`config.mk`:
```
export PLATFORM = sky130hd
export DESIGN_NAME = fetch_queue_flat
export DESIGN_NICKNAME = d
export VERILOG_FILES = /design/src/rtl/fetch_queue_if.sv /design/src/rtl/fetch_queue.sv /design/src/flat_wrapper.sv
export SDC_FILE = /design/constraint.sdc
export NUM_CORES = 1
export LEC_CHECK = 0
export BUFFER_PORTS_ARGS = -buffer_cell sky130_fd_sc_hd__buf_2
export CAP_MARGIN = 15
export CORE_UTILIZATION = 34
export CTS_BUF_LIST = sky130_fd_sc_hd__clkbuf_4 sky130_fd_sc_hd__clkbuf_8
export DETAILED_ROUTE_END_ITERATION = 6
export PLACE_DENSITY = 0.53
export SETUP_SLACK_MARGIN = 0.1
export SLEW_MARGIN = 20
export SYNTH_ARGS = -nofsm -noshare
export SYNTH_HDL_FRONTEND = slang
export SYNTH_SLANG_ARGS = --single-unit
export TNS_END_PERCENT = 20
```
`constraint.sdc`:
```
create_clock -name clk -period 7.4 [get_ports clk]
set_input_delay 1.85 -clock clk [delete_from_list [all_inputs] [get_ports clk]]
set_output_delay 1.85 -clock clk [all_outputs]
set_load 0.1 [all_outputs]
```
`src/rtl/fetch_queue_if.sv`:
```
// Fetch-queue bus bundle: instruction-memory request/response and the ID-side valid/ready head.
// master = fetch_queue, slave = memory + ID stage.
interface fetch_queue_if #(
    parameter int DATA_W  = 64,
    parameter int INSTR_W = 32
);
    logic [DATA_W-1:0]  imem_addr;
    logic               imem_ren;
    logic [INSTR_W-1:0] imem_rdata;
    logic               id_valid;
    logic               id_ready;
    logic [INSTR_W-1:0] id_instr;
    logic [DATA_W-1:0]  id_pc;
    logic [DATA_W-1:0]  id_pc_plus4;

    modport master (
        output imem_addr, imem_ren,
        input  imem_rdata,
        output id_valid,
        input  id_ready,
        output id_instr, id_pc, id_pc_plus4
    );

    modport slave (
        input  imem_addr, imem_ren,
        output imem_rdata,
        input  id_valid,
        output id_ready,
        input  id_instr, id_pc, id_pc_plus4
    );
endinterface

```
`src/rtl/fetch_queue.sv`:
```
// Instruction-fetch front end: issues sequential fetches and buffers responses in a DEPTH-entry queue.
// Optional macro FQ_BYPASS_EN: an empty queue forwards the arriving response straight to ID.
module fetch_queue #(
    parameter int                DATA_W   = 64,
    parameter int                INSTR_W  = 32,
    parameter int                DEPTH    = 4,
    parameter logic [DATA_W-1:0] RESET_PC = '0,
    localparam int               CNT_W    = $clog2(DEPTH + 1)
) (
    input  logic              clk,
    input  logic              arst_n,
    input  logic              enable,
    input  logic              redirect,
    input  logic [DATA_W-1:0] redirect_pc,
    fetch_queue_if.master     bus,
    output logic [CNT_W-1:0]  fq_count
);
    localparam int                 PTR_W = $clog2(DEPTH);
    localparam logic [INSTR_W-1:0] NOP   = INSTR_W'(32'h0000_0013);

    logic [INSTR_W-1:0] instr_mem_r [DEPTH];
    logic [DATA_W-1:0]  pc_mem_r    [DEPTH];
    logic [PTR_W-1:0]   rd_ptr_r;
    logic [PTR_W-1:0]   wr_ptr_r;
    logic [CNT_W-1:0]   count_r;
    logic               inflight_r;
    logic [DATA_W-1:0]  tag_pc_r;
    logic [DATA_W-1:0]  fetch_pc_r;

    logic               push_s;
    logic               pop_s;
    logic               bypass_s;
    logic               valid_s;
    logic               issue_s;
    logic               write_s;
    logic               read_s;
    logic [CNT_W:0]     occ_s;
    logic [INSTR_W-1:0] instr_s;
    logic [DATA_W-1:0]  pc_s;

    // Handshake, issue credit and head selection
    always_comb begin
        push_s = inflight_r & ~redirect;
`ifdef FQ_BYPASS_EN
        bypass_s = (count_r == CNT_W'(0)) & push_s;
`else
        bypass_s = 1'b0;
`endif
        valid_s = ((count_r != CNT_W'(0)) | bypass_s) & ~redirect;
        pop_s   = valid_s & bus.id_ready & enable;
        // Pop is credited in the same cycle so a full stream never starves at DEPTH>=2
        occ_s   = {1'b0, count_r} + {{CNT_W{1'b0}}, inflight_r} - {{CNT_W{1'b0}}, pop_s};
        issue_s = enable & ~redirect & (occ_s < (CNT_W + 1)'(DEPTH));
        write_s = push_s & ~(bypass_s & pop_s);
        read_s  = pop_s & ~bypass_s;
        if (!valid_s) begin
            instr_s = NOP;
            pc_s    = DATA_W'(0);
        end else if (bypass_s) begin
            instr_s = bus.imem_rdata;
            pc_s    = tag_pc_r;
        end else begin
            instr_s = instr_mem_r[rd_ptr_r];
            pc_s    = pc_mem_r[rd_ptr_r];
        end
    end

    // Fetch PC, in-flight tracking, pointers and occupancy
    always_ff @(posedge clk or negedge arst_n) begin
        if (!arst_n) begin
            fetch_pc_r <= RESET_PC;
            tag_pc_r   <= DATA_W'(0);
            inflight_r <= 1'b0;
            rd_ptr_r   <= PTR_W'(0);
            wr_ptr_r   <= PTR_W'(0);
            count_r    <= CNT_W'(0);
        end else if (redirect) begin
            fetch_pc_r <= redirect_pc;
            inflight_r <= 1'b0;
            rd_ptr_r   <= PTR_W'(0);
            wr_ptr_r   <= PTR_W'(0);
            count_r    <= CNT_W'(0);
        end else begin
            inflight_r <= issue_s;
            if (issue_s) begin
                tag_pc_r   <= fetch_pc_r;
                fetch_pc_r <= fetch_pc_r + DATA_W'(4);
            end
            if (write_s) wr_ptr_r <= wr_ptr_r + PTR_W'(1);
            if (read_s)  rd_ptr_r <= rd_ptr_r + PTR_W'(1);
            case ({write_s, read_s})
                2'b10:   count_r <= count_r + CNT_W'(1);
                2'b01:   count_r <= count_r - CNT_W'(1);
                default: count_r <= count_r;
            endcase
        end
    end

    // Queue storage; contents are meaningless outside the valid window so no reset
    always_ff @(posedge clk) begin
        if (write_s) begin
            instr_mem_r[wr_ptr_r] <= bus.imem_rdata;
            pc_mem_r[wr_ptr_r]    <= tag_pc_r;
        end
    end

    assign bus.imem_addr   = fetch_pc_r;
    assign bus.imem_ren    = issue_s;
    assign bus.id_valid    = valid_s;
    assign bus.id_instr    = instr_s;
    assign bus.id_pc       = pc_s;
    assign bus.id_pc_plus4 = pc_s + DATA_W'(4);
    assign fq_count        = count_r;
endmodule

```
`src/flat_wrapper.sv`:
```
// flat-port wrapper written by rule: the top's interface ports become plain ports
module fetch_queue_flat 
#(
    parameter int                DATA_W   = 64,
    parameter int                INSTR_W  = 32,
    parameter int                DEPTH    = 4,
    parameter logic [DATA_W-1:0] RESET_PC = '0,
    localparam int               CNT_W    = $clog2(DEPTH + 1)
)
  (clk, arst_n, enable, redirect, redirect_pc, fq_count, bus_imem_addr, bus_imem_ren, bus_imem_rdata, bus_id_valid, bus_id_ready, bus_id_instr, bus_id_pc, bus_id_pc_plus4);
  fetch_queue_if #(.DATA_W(DATA_W), .INSTR_W(INSTR_W)) bus_i ();
  input  logic clk;
  input  logic arst_n;
  input  logic enable;
  input  logic redirect;
  input  logic [DATA_W-1:0] redirect_pc;
  output logic [CNT_W-1:0] fq_count;
  output wire logic [$bits(bus_i.imem_addr)-1:0] bus_imem_addr;
  output wire logic [$bits(bus_i.imem_ren)-1:0] bus_imem_ren;
  input wire logic [$bits(bus_i.imem_rdata)-1:0] bus_imem_rdata;
  output wire logic [$bits(bus_i.id_valid)-1:0] bus_id_valid;
  input wire logic [$bits(bus_i.id_ready)-1:0] bus_id_ready;
  output wire logic [$bits(bus_i.id_instr)-1:0] bus_id_instr;
  output wire logic [$bits(bus_i.id_pc)-1:0] bus_id_pc;
  output wire logic [$bits(bus_i.id_pc_plus4)-1:0] bus_id_pc_plus4;
  assign bus_imem_addr = bus_i.imem_addr;
  assign bus_imem_ren = bus_i.imem_ren;
  assign bus_i.imem_rdata = bus_imem_rdata;
  assign bus_id_valid = bus_i.id_valid;
  assign bus_i.id_ready = bus_id_ready;
  assign bus_id_instr = bus_i.id_instr;
  assign bus_id_pc = bus_i.id_pc;
  assign bus_id_pc_plus4 = bus_i.id_pc_plus4;
  fetch_queue #(.DATA_W(DATA_W), .INSTR_W(INSTR_W), .DEPTH(DEPTH), .RESET_PC(RESET_PC)) u_core (.clk(clk), .arst_n(arst_n), .enable(enable), .redirect(redirect), .redirect_pc(redirect_pc), .bus(bus_i), .fq_count(fq_count));
endmodule
```
Word-level counts from Yosys, hierarchy flattened
Memories as Yosys holds them, arrays and structs flattened.
Index checks and enable logic that the tools add are counted.
{"block": "totals", "regBits": 136, "ram_bits": 384, "input_bits": 101, "out_inout_bits": 229, "memories": 2}
{"block": "op_classes", "add_sub_neg": 8, "order_cmp": 1, "n_eq_ne": 2, "muxes": 13, "bitwise": 7, "reduce_logical": 6}
{"name": "u_core.pc_mem_r", "depth": 4, "width": 64, "rd": 1, "rd_ports_with_merged_regs": 0, "wr": 1, "line": "fetch_queue.sv:22", "rtl": "logic [DATA_W-1:0] pc_mem_r [DEPTH];"}
{"name": "u_core.instr_mem_r", "depth": 4, "width": 32, "rd": 1, "rd_ports_with_merged_regs": 0, "wr": 1, "line": "fetch_queue.sv:21", "rtl": "logic [INSTR_W-1:0] instr_mem_r [DEPTH];"}
{"operator": "two-way mux 64 bit", "count": 3}
{"operator": "adder 64 x 3 -> 64 bit (second input constant)", "count": 2}
{"operator": "two-way mux 32 bit", "count": 1}
{"operator": "two-way mux 2 bit", "count": 4}
{"operator": "bitwise AND 1 bit", "count": 6}
{"operator": "case mux 3 bit (2 select lines)", "count": 1}
{"operator": "nonzero test 2 bit", "count": 3}
{"operator": "nonzero test 3 bit", "count": 2}
{"operator": "adder 2 x 1 -> 2 bit (second input constant)", "count": 2}
{"operator": "adder 3 x 1 -> 4 bit", "count": 1}
{"operator": "< comparator 4 x 3 -> 1 bit (second input constant)", "count": 1}
{"operator": "subtractor 4 x 1 -> 4 bit", "count": 1}
{"operator": "adder 3 x 1 -> 3 bit (second input constant)", "count": 1}
{"operator": "two-way mux 1 bit", "count": 3}
{"operator": "two-way mux 3 bit", "count": 1}
{"operator": "subtractor 3 x 1 -> 3 bit (second input constant)", "count": 1}
{"operator": "== test 2 x 1 -> 1 bit (second input constant)", "count": 1}
{"operator": "== test 2 bit (second input constant)", "count": 1}
{"operator": "AND reduction 2 bit", "count": 1}
{"operator": "inverter 1 bit", "count": 1}

Depth between registers and ports, before layout
Gate-level depths: netlist of the first run.
{"block": "depth", "depth_word": 9, "mapped_depth": 16}

Worst setup path before layout of the first run
No wires, ideal clock.
{"block": "synth_path", "path_type": "input -> output", "start": "in redirect", "end": "out bus_id_pc_plus4[20]", "t_arrival_ns": 8.058, "required_time_ns": 5.550, "path_slack_ns": -2.508, "path_stages": 14, "path_cell_list": "inv_1 -> buf_6 -> nand2_1 -> inv_1 -> buf_1 -> nand2_1 -> inv_1 -> ha_1 -> nand4_1 -> nor4_1 -> and2_1 -> buf_2 -> nand3_1 -> xnor2_1"}
{"block": "synth_via", "elab_chain_cells": 4}
{"item": "from (decl)", "line": "flat_wrapper.sv:15", "rtl": "input logic redirect;"}
{"item": "inverter 1 bit (no line)"}
{"item": "bitwise AND 1 bit", "line": "fetch_queue.sv:49", "rtl": "valid_s = ((count_r != CNT_W'(0)) | bypass_s) & ~redirect;"}
{"item": "via bus_id_valid", "line": "flat_wrapper.sv:21", "rtl": "output wire logic [$bits(bus_i.id_valid)-1:0] bus_id_valid;"}
{"item": "two-way mux 64 bit", "line": "fetch_queue.sv:56", "rtl": "if (!valid_s) begin"}
{"item": "via bus_id_pc[2]", "line": "flat_wrapper.sv:24", "rtl": "output wire logic [$bits(bus_i.id_pc)-1:0] bus_id_pc;"}
{"item": "adder 64 x 3 -> 64 bit", "line": "fetch_queue.sv:112", "rtl": "assign bus.id_pc_plus4 = pc_s + DATA_W'(4);"}
{"item": "to (decl)", "line": "flat_wrapper.sv:25", "rtl": "output wire logic [$bits(bus_i.id_pc_plus4)-1:0] bus_id_pc_plus4;"}
The timed path passes the listed nets, and every way through them passes these cells.

Worst setup path after layout of the first run
{"block": "layout_path", "start": "reg u_core.count_r[1] (netlist: u_core.fq_count[1])", "end": "out bus_id_pc_plus4[60]"}
{"block": "layout_via", "elab_chain_cells": 4}
{"item": "from (decl)", "line": "fetch_queue.sv:25", "rtl": "logic [CNT_W-1:0] count_r;"}
{"item": "from (signal assigned)", "line": "fetch_queue.sv:92", "rtl": "2'b10: count_r <= count_r + CNT_W'(1);"}
{"item": "from (signal assigned)", "line": "fetch_queue.sv:93", "rtl": "2'b01: count_r <= count_r - CNT_W'(1);"}
{"item": "from (signal assigned)", "line": "fetch_queue.sv:94", "rtl": "default: count_r <= count_r;"}
{"item": "nonzero test 3 bit", "line": "fetch_queue.sv:49"}
{"item": "bitwise AND 1 bit", "line": "fetch_queue.sv:49"}
{"item": "two-way mux 64 bit", "line": "fetch_queue.sv:56"}
{"item": "adder 64 x 3 -> 64 bit", "line": "fetch_queue.sv:112"}
No other way between the ends.

==> flow_summary_export.csv, run 1 <==
group,metric,value,unit
outcome,status,"completed",
pwr,pwr-share-clk,24.5,%
drt,ant_nets,0,
synth,synth_top_flop_cell,"edfxtp_1",
synth,ys_seq_area_share,64.8,%
synth,synth_nets,1614,
synth,synth_area_leader_cell,"edfxtp_1",
clock_tree,clock-root-buffer,"clkbuf_8",
sta,fin_crit,6760,ps
sta,timing.final.crit_share,91.4,%
pwr,p_per_area,365,nW/µm²
pwr,p_leak,10.7,nW
drt,firstDrtPassIters,6,
critical_path,required,5550,ps
synth,synth_area_leaders,"edfxtp_1 (50%), dfrtp_1 (15%), mux4_2 (7.4%)",
sta,setup_violations,0,
floorplanning,rows,95,
synth,synth_mux_area_share,13.3,%
critical_path,worst_path_largest_cell_delay,820,ps
pwr,seq_power_share,39.2,%
sta,worst_slew_pin_slew,969,ps
clock_tree,cts_inserted_buffers,84,
synth,synth.cells.most_frequent,"edfxtp_1 (384), dfrtp_1 (136), nand2_1 (107)",
clock_tree,cts_resized,0,
clock_tree,hold_buffers,0,
place,postPlaceCellArea,26600,µm²
synth,synth_area,23000,µm²
sta,slew_violations,0,
synth,synth_top_family_by_area,"multiplexers",
pwr,switchingPower,0.00430,W
critical_path,crit_chain,"or3_2, buf_4, nand4_1, nor4_1, nand4_1, nor3_1, xor2_4, buf_12",
pwr,p_sw_share,41.5,%
drt,wl_per_cell,23.5,µm
critical_path,crit_fanout,55,
pwr,max-vdd-ir-drop,0.000188,V
drt,drtIter0Drc,868,
drt,routed_via_density,5.18,
finish,nFillCells,6231,
synth,synth-edff-count,384,
place,dp_hpwl,44700,µm
critical_path,critPathTopFamily,"simple AND/OR/NAND/NOR gates",
finish,fin_area,28400,µm²
critical_path,critPathLaunchType,"register",
global_route,grt_max_degree,78,
synth,yosysMostFrequentCell,"edfxtp_1",
clock_tree,cts.clk_slew.worst_paths,60,ps
floorplanning,die_w,262,µm
drt,drc,0,
global_route,grt_overflow,0,
clock_tree,clockBufferDepth,3,
critical_path,cp_slowest_cell,"or3_2",
clock_tree,clock-sinks,520,
critical_path,crit_path_frequent_cell,"nand4_1",
finish,nets,1962,
synth,synthXorXnorAreaFrac,4.45,%
sta,tns,0,ps
critical_path,worstSetupEndpointType,"output port",
sta,fmax,0.148,GHz
synth,netlist-cell-type-count,57,
synth,postSynthCellCount,1503,
finish,drive_gt1_share,37.7,%
critical_path,crit_type,"register to output port",
global_route,first_global_vias,14900,
synth,syn_avg_cell_area,15.3,µm²
synth,synthArstFlopShare,26.2,%
drt,drt_wl_total,65800,µm
clock_tree,cts_htree_levels,3,
global_route,grt_pass1_wl,98300,µm
sta,finalHoldViolCount,0,
floorplanning,start_util,34.4,%
critical_path,worst-endpoint-arrival,4910,ps
global_route,gr-usage-all-layers,19.1,%
floorplanning,coreArea,67000,µm²
place,place_congestion,0.873,
floorplanning,die_area,68800,µm²
finish,area_growth,23.3,%
critical_path,path_buf_inv,2,
global_route,antenna_found_initial,11,
synth,synth_top_cell_area_share,50.1,%
synth,yosys_warnings,0,
drt,vias,14500,
floorplanning,io_pins,330,
floorplanning,die_y,262,µm
synth,ys_seq_elements,520,
job,maxCapViolations,0,
sta,finalClockSkew,37.3,ps
synth,yosys.area_share.adder,0.576,%
sta,setup_ws,636,ps
clock_tree,clock_latency,660,ps
place,pre_cts_ws,765,ps
synth,yosys.area_share.simple,12.0,%
pwr,combPwrFrac,36.3,%
clock_tree,post_cts_buffers,0,
place,portBuffers,329,
sta,maxSlewHeadroom,35.4,%
sta,rsz0062_at_grt,"false",
clock_tree,cts_tree,"yes",
worst_hold_path,min_path_type,"register to register",
pwr,p_int,0.00606,W
synth,synth_compound_area_share,1.91,%
per-stage QoR:
stage	std cells	power [W]	utilization, %	hold WS (ps)
after global placement	2638	0.00786	39.7	485
after CTS	2796	0.0105	42.3	512
after global routing	2803	0.0108	42.4	530
after detailed placement	2638	0.00791	39.7	501
after floorplan	1503	0.00685	-	472
final	2804	0.0104	42.4	500
layout make-up:
| cell class | instances | area, µm² | area share, % |
|---|---|---|---|
| inverters | 37 | 144 | 0.507 |
| diodes | 8 | 20.0 | 0.0705 |
| multi-input cells | 856 | 7810 | 27.5 |
| well taps | 873 | 1090 | 3.85 |
| clock inverters | 20 | 150 | 0.529 |
| clock buffers | 138 | 1610 | 5.67 |
| flip-flops and latches | 520 | 14900 | 52.6 |
| repair buffers | 352 | 2630 | 9.27 |
logic make-up (layout without fill, tap and decap cells):
| group | after synthesis | after routing |
|---|---|---|
| AOI/OAI and AO/OA | 74 | 74 |
| xor gates and xnor gates | 117 | 117 |
| adders and majority gates | 10 | 10 |
| buffers and inverters | 127 | 547 |
| DFF | 520 | 520 |
| muxes | 171 | 171 |
| other | 0 | 8 |
| and+or+nand+nor | 484 | 484 |
per-layer routing:
| layer | vias to the layer above | part of all wire (%) | GRT usage, % |
|---|---|---|---|
| met5 | - | 0 | 0 |
| met2 | 448 | 49 | 31.4 |
| met3 | 100 | 5.1 | 3.44 |
| met1 | 7446 | 44 | 25.6 |
| met4 | 0 | 2.3 | 6.38 |
| li1 | 6541 | - | - |
worst paths after layout:
check	end	from	cells past startpoint	slack [ps]
min in group asynchronous	u_core.tag_pc_r[25]	arst_n	1	1260
worst min-delay path	u_core.pc_mem_r[1][53]	u_core.tag_pc_r[53]	0	500
max in group asynchronous	u_core.tag_pc_r[17]	arst_n	2	4830
worst min register to register	u_core.pc_mem_r[1][53]	u_core.tag_pc_r[53]	0	500
worst max-delay path	bus_id_pc_plus4[60]	u_core.fq_count[1]	8	640
worst max register to register	u_core.tag_pc_r[1]	u_core.fq_count[1]	12	2260
power by group through the flow:
stage	logic (W)	clock network, W	registers (W)
floorplan	0.00262	0	0.00423
global placement	0.00377	0	0.00409
detailed placement	0.00379	0	0.00412
CTS	0.00379	0.00261	0.00407
global route	0.00390	0.00274	0.00412
finish	0.00376	0.00254	0.00406
cells in the final DEF (no fill, tap or decap), drive strengths merged, types with 9 or more instances in the layout:
cell,Yosys,routed
mux4,95,95
edfxtp,384,384
inv,37,38
nor2,52,52
or4,9,9
xor2,41,41
clkinv,0,15
nand4,40,40
nor4,50,50
clkbuf,50,138
xnor2,76,76
and2,10,10
and4,12,12
buf,40,352
nor3,28,28
ha,9,9
o21ai,51,51
nand2,108,108
dfrtp,136,136
mux2,71,71
and3,91,91
nand3,62,62
registers in the layout (all words and copies together), names as in the netlist:
register,cells
u_core.bus.imem_addr,64
u_core.fq_count,3
u_core.inflight_r,1
u_core.instr_mem_r,128
u_core.pc_mem_r,256
u_core.rd_ptr_r,2
u_core.tag_pc_r,64
u_core.wr_ptr_r,2
Power figures use the tool's default switching activity.
==> inputs of run 2 (changes only) <==
- PLACE_DENSITY: 0.53 -> not set
==> flow_summary_export.csv, run 2 (synthesis gave the netlist of run 1 again) <==
group,metric,value,unit
outcome,status,"completed",
place,place_congestion,0.902,
sta,worst_slew_pin_slew,1040,ps
drt,wl_met3,4110,µm
global_route,first_global_vias,14900,
floorplanning,start_util,34.4,%
finish,largest_register_ffs,256,
floorplanning,die_area,68800,µm²
drt,wl_per_cell,23.3,µm
pwr,max-vdd-ir-drop,0.000180,V
clock_tree,post_cts_buffers,0,
sta,fin_hold_ws,491,ps
critical_path,worst_path_largest_cell_delay,600,ps
finish,fin_area,28500,µm²
global_route,gr-usage-all-layers,18.9,%
sta,finalClockSkew,47.0,ps
global_route,grt_overflow,0,
global_route,grt_max_degree,84,
clock_tree,clock-root-buffer,"clkbuf_8",
sta,maxSlewHeadroom,30.9,%
global_route,grt_pass1_wl,98000,µm
drt,vias,14700,
critical_path,required,5550,ps
finish,drive_gt1_share,37.8,%
critical_path,crit_type,"input port to output port",
critical_path,crit_chain,"buf_4, clkinv_2, nand2_1, inv_1, nand2_4, clkinvlp_4, ha_1, nand4_1, nor4_1, nand4_1, nor3_1, xor2_4, buf_12",
clock_tree,cts_inserted_buffers,86,
finish,multi_input_area,7800,µm²
critical_path,crit_fanout,7,
floorplanning,die_w,262,µm
drt,ant_nets,0,
floorplanning,die_y,262,µm
finish,regMostFlops,"u_core.pc_mem_r",
drt,wl_met2,31900,µm
clock_tree,cts_resized,0,
finish,nFillCells,6196,
place,postPlaceCellArea,26600,µm²
sta,fin_crit,6820,ps
floorplanning,io_pins,330,
job,maxCapViolations,0,
clock_tree,clock_latency,690,ps
critical_path,cp_slowest_cell,"nor3_1",
critical_path,critPathLaunchType,"input port",
pwr,p_leak,10.8,nW
drt,drc,0,
finish,top_regs,"u_core.pc_mem_r x256, u_core.instr_mem_r x128",
sta,setup_violations,0,
drt,routed.top_layer,"met4",
clock_tree,clockBufferDepth,3,
critical_path,worstSetupEndpointType,"output port",
critical_path,worst-endpoint-arrival,4970,ps
drt,firstDrtPassIters,5,
place,dp_hpwl,44800,µm
finish,final_cell_mix,"edfxtp_1 (384), buf_2 (276), dfrtp_1 (134)",
finish,seqCellArea,14900,µm²
clock_tree,cts_tree,"yes",
floorplanning,rows,95,
floorplanning,coreArea,67000,µm²
sta,slew_violations,0,
critical_path,crit_path_frequent_cell,"nand4_1",
drt,drt_wl_total,65400,µm
global_route,antenna_found_initial,9,
clock_tree,cts.clk_slew.worst_paths,60,ps
drt,drtIter0Drc,928,
finish,area_growth,23.6,%
clock_tree,hold_buffers,0,
drt,drt-met1-wl,28000,µm
finish,final_common_cell,"edfxtp_1",
place,portBuffers,329,
clock_tree,cts_htree_levels,3,
finish,post-route-util,42.5,%
pwr,p_per_area,367,nW/µm²
pwr,power,0.0104,W
sta,finalHoldViolCount,0,
sta,fmax,0.147,GHz
sta,rsz0062_at_grt,"false",
sta,timing.final.crit_share,92.1,%
drt,routed_via_density,5.23,
worst_hold_path,min_path_type,"register to register",
finish,nets,1965,
sta,tns,0,ps
clock_tree,clock-sinks,520,
==> run 2: worst paths after layout <==
path | from | end | slack [ps] | cells after the start
hold / removal | u_core.tag_pc_r[58] | u_core.pc_mem_r[1][58] | 490 | 0
setup / recovery | redirect | bus_id_pc_plus4[60] | 580 | 13
max in group asynchronous | arst_n | u_core.rd_ptr_r[0] | 4800 | 2
min in group asynchronous | arst_n | u_core.tag_pc_r[25] | 1240 | 1
setup reg to reg | u_core.fq_count[1] | u_core.bus.imem_addr[17] | 2430 | 15
hold reg to reg | u_core.tag_pc_r[58] | u_core.pc_mem_r[1][58] | 490 | 0
==> run 2: worst max-delay path: cells and delay by family <==
kind | cells | cell delay, ps
xor+xnor | 1 | 210
simple gates | 6 | 2070
buf+inv | 5 | 650
fa+ha+maj | 1 | 180
==> run 2: routing by layer <==
metal / vias to the layer above / track usage, %
met2: 521 / 31.3
met1: 7528 / 24.9
li1: 6533 / -
met4: 0 / 6.22
met5: - / 0
met3: 88 / 3.98
==> run 2: final cells by class <==
cell class | count | share of cell area, %
clock buffers | 129 | 5.53
inverters | 37 | 0.506
well taps | 873 | 3.84
diodes | 3 | 0.0264
multi-input cells | 856 | 27.4
flip-flops and latches | 520 | 52.5
repair buffers | 353 | 9.25
clock inverters | 32 | 0.923
==> run 2: report_power, final <==
group          switching (W)  total, W  internal, W
Combinational        0.00280   0.00377     0.000969
Sequential          0.000380   0.00405      0.00367
Clock                0.00117   0.00263      0.00145
==> run 2: stage by stage <==
stage	instances	worst slack (ps)
2_1_floorplan	1503	25.6
3_3_place_gp	2638	775
3_5_place_dp	2638	690
4_1_cts	2799	678
5_1_grt	2803	410
6_report	2803	584
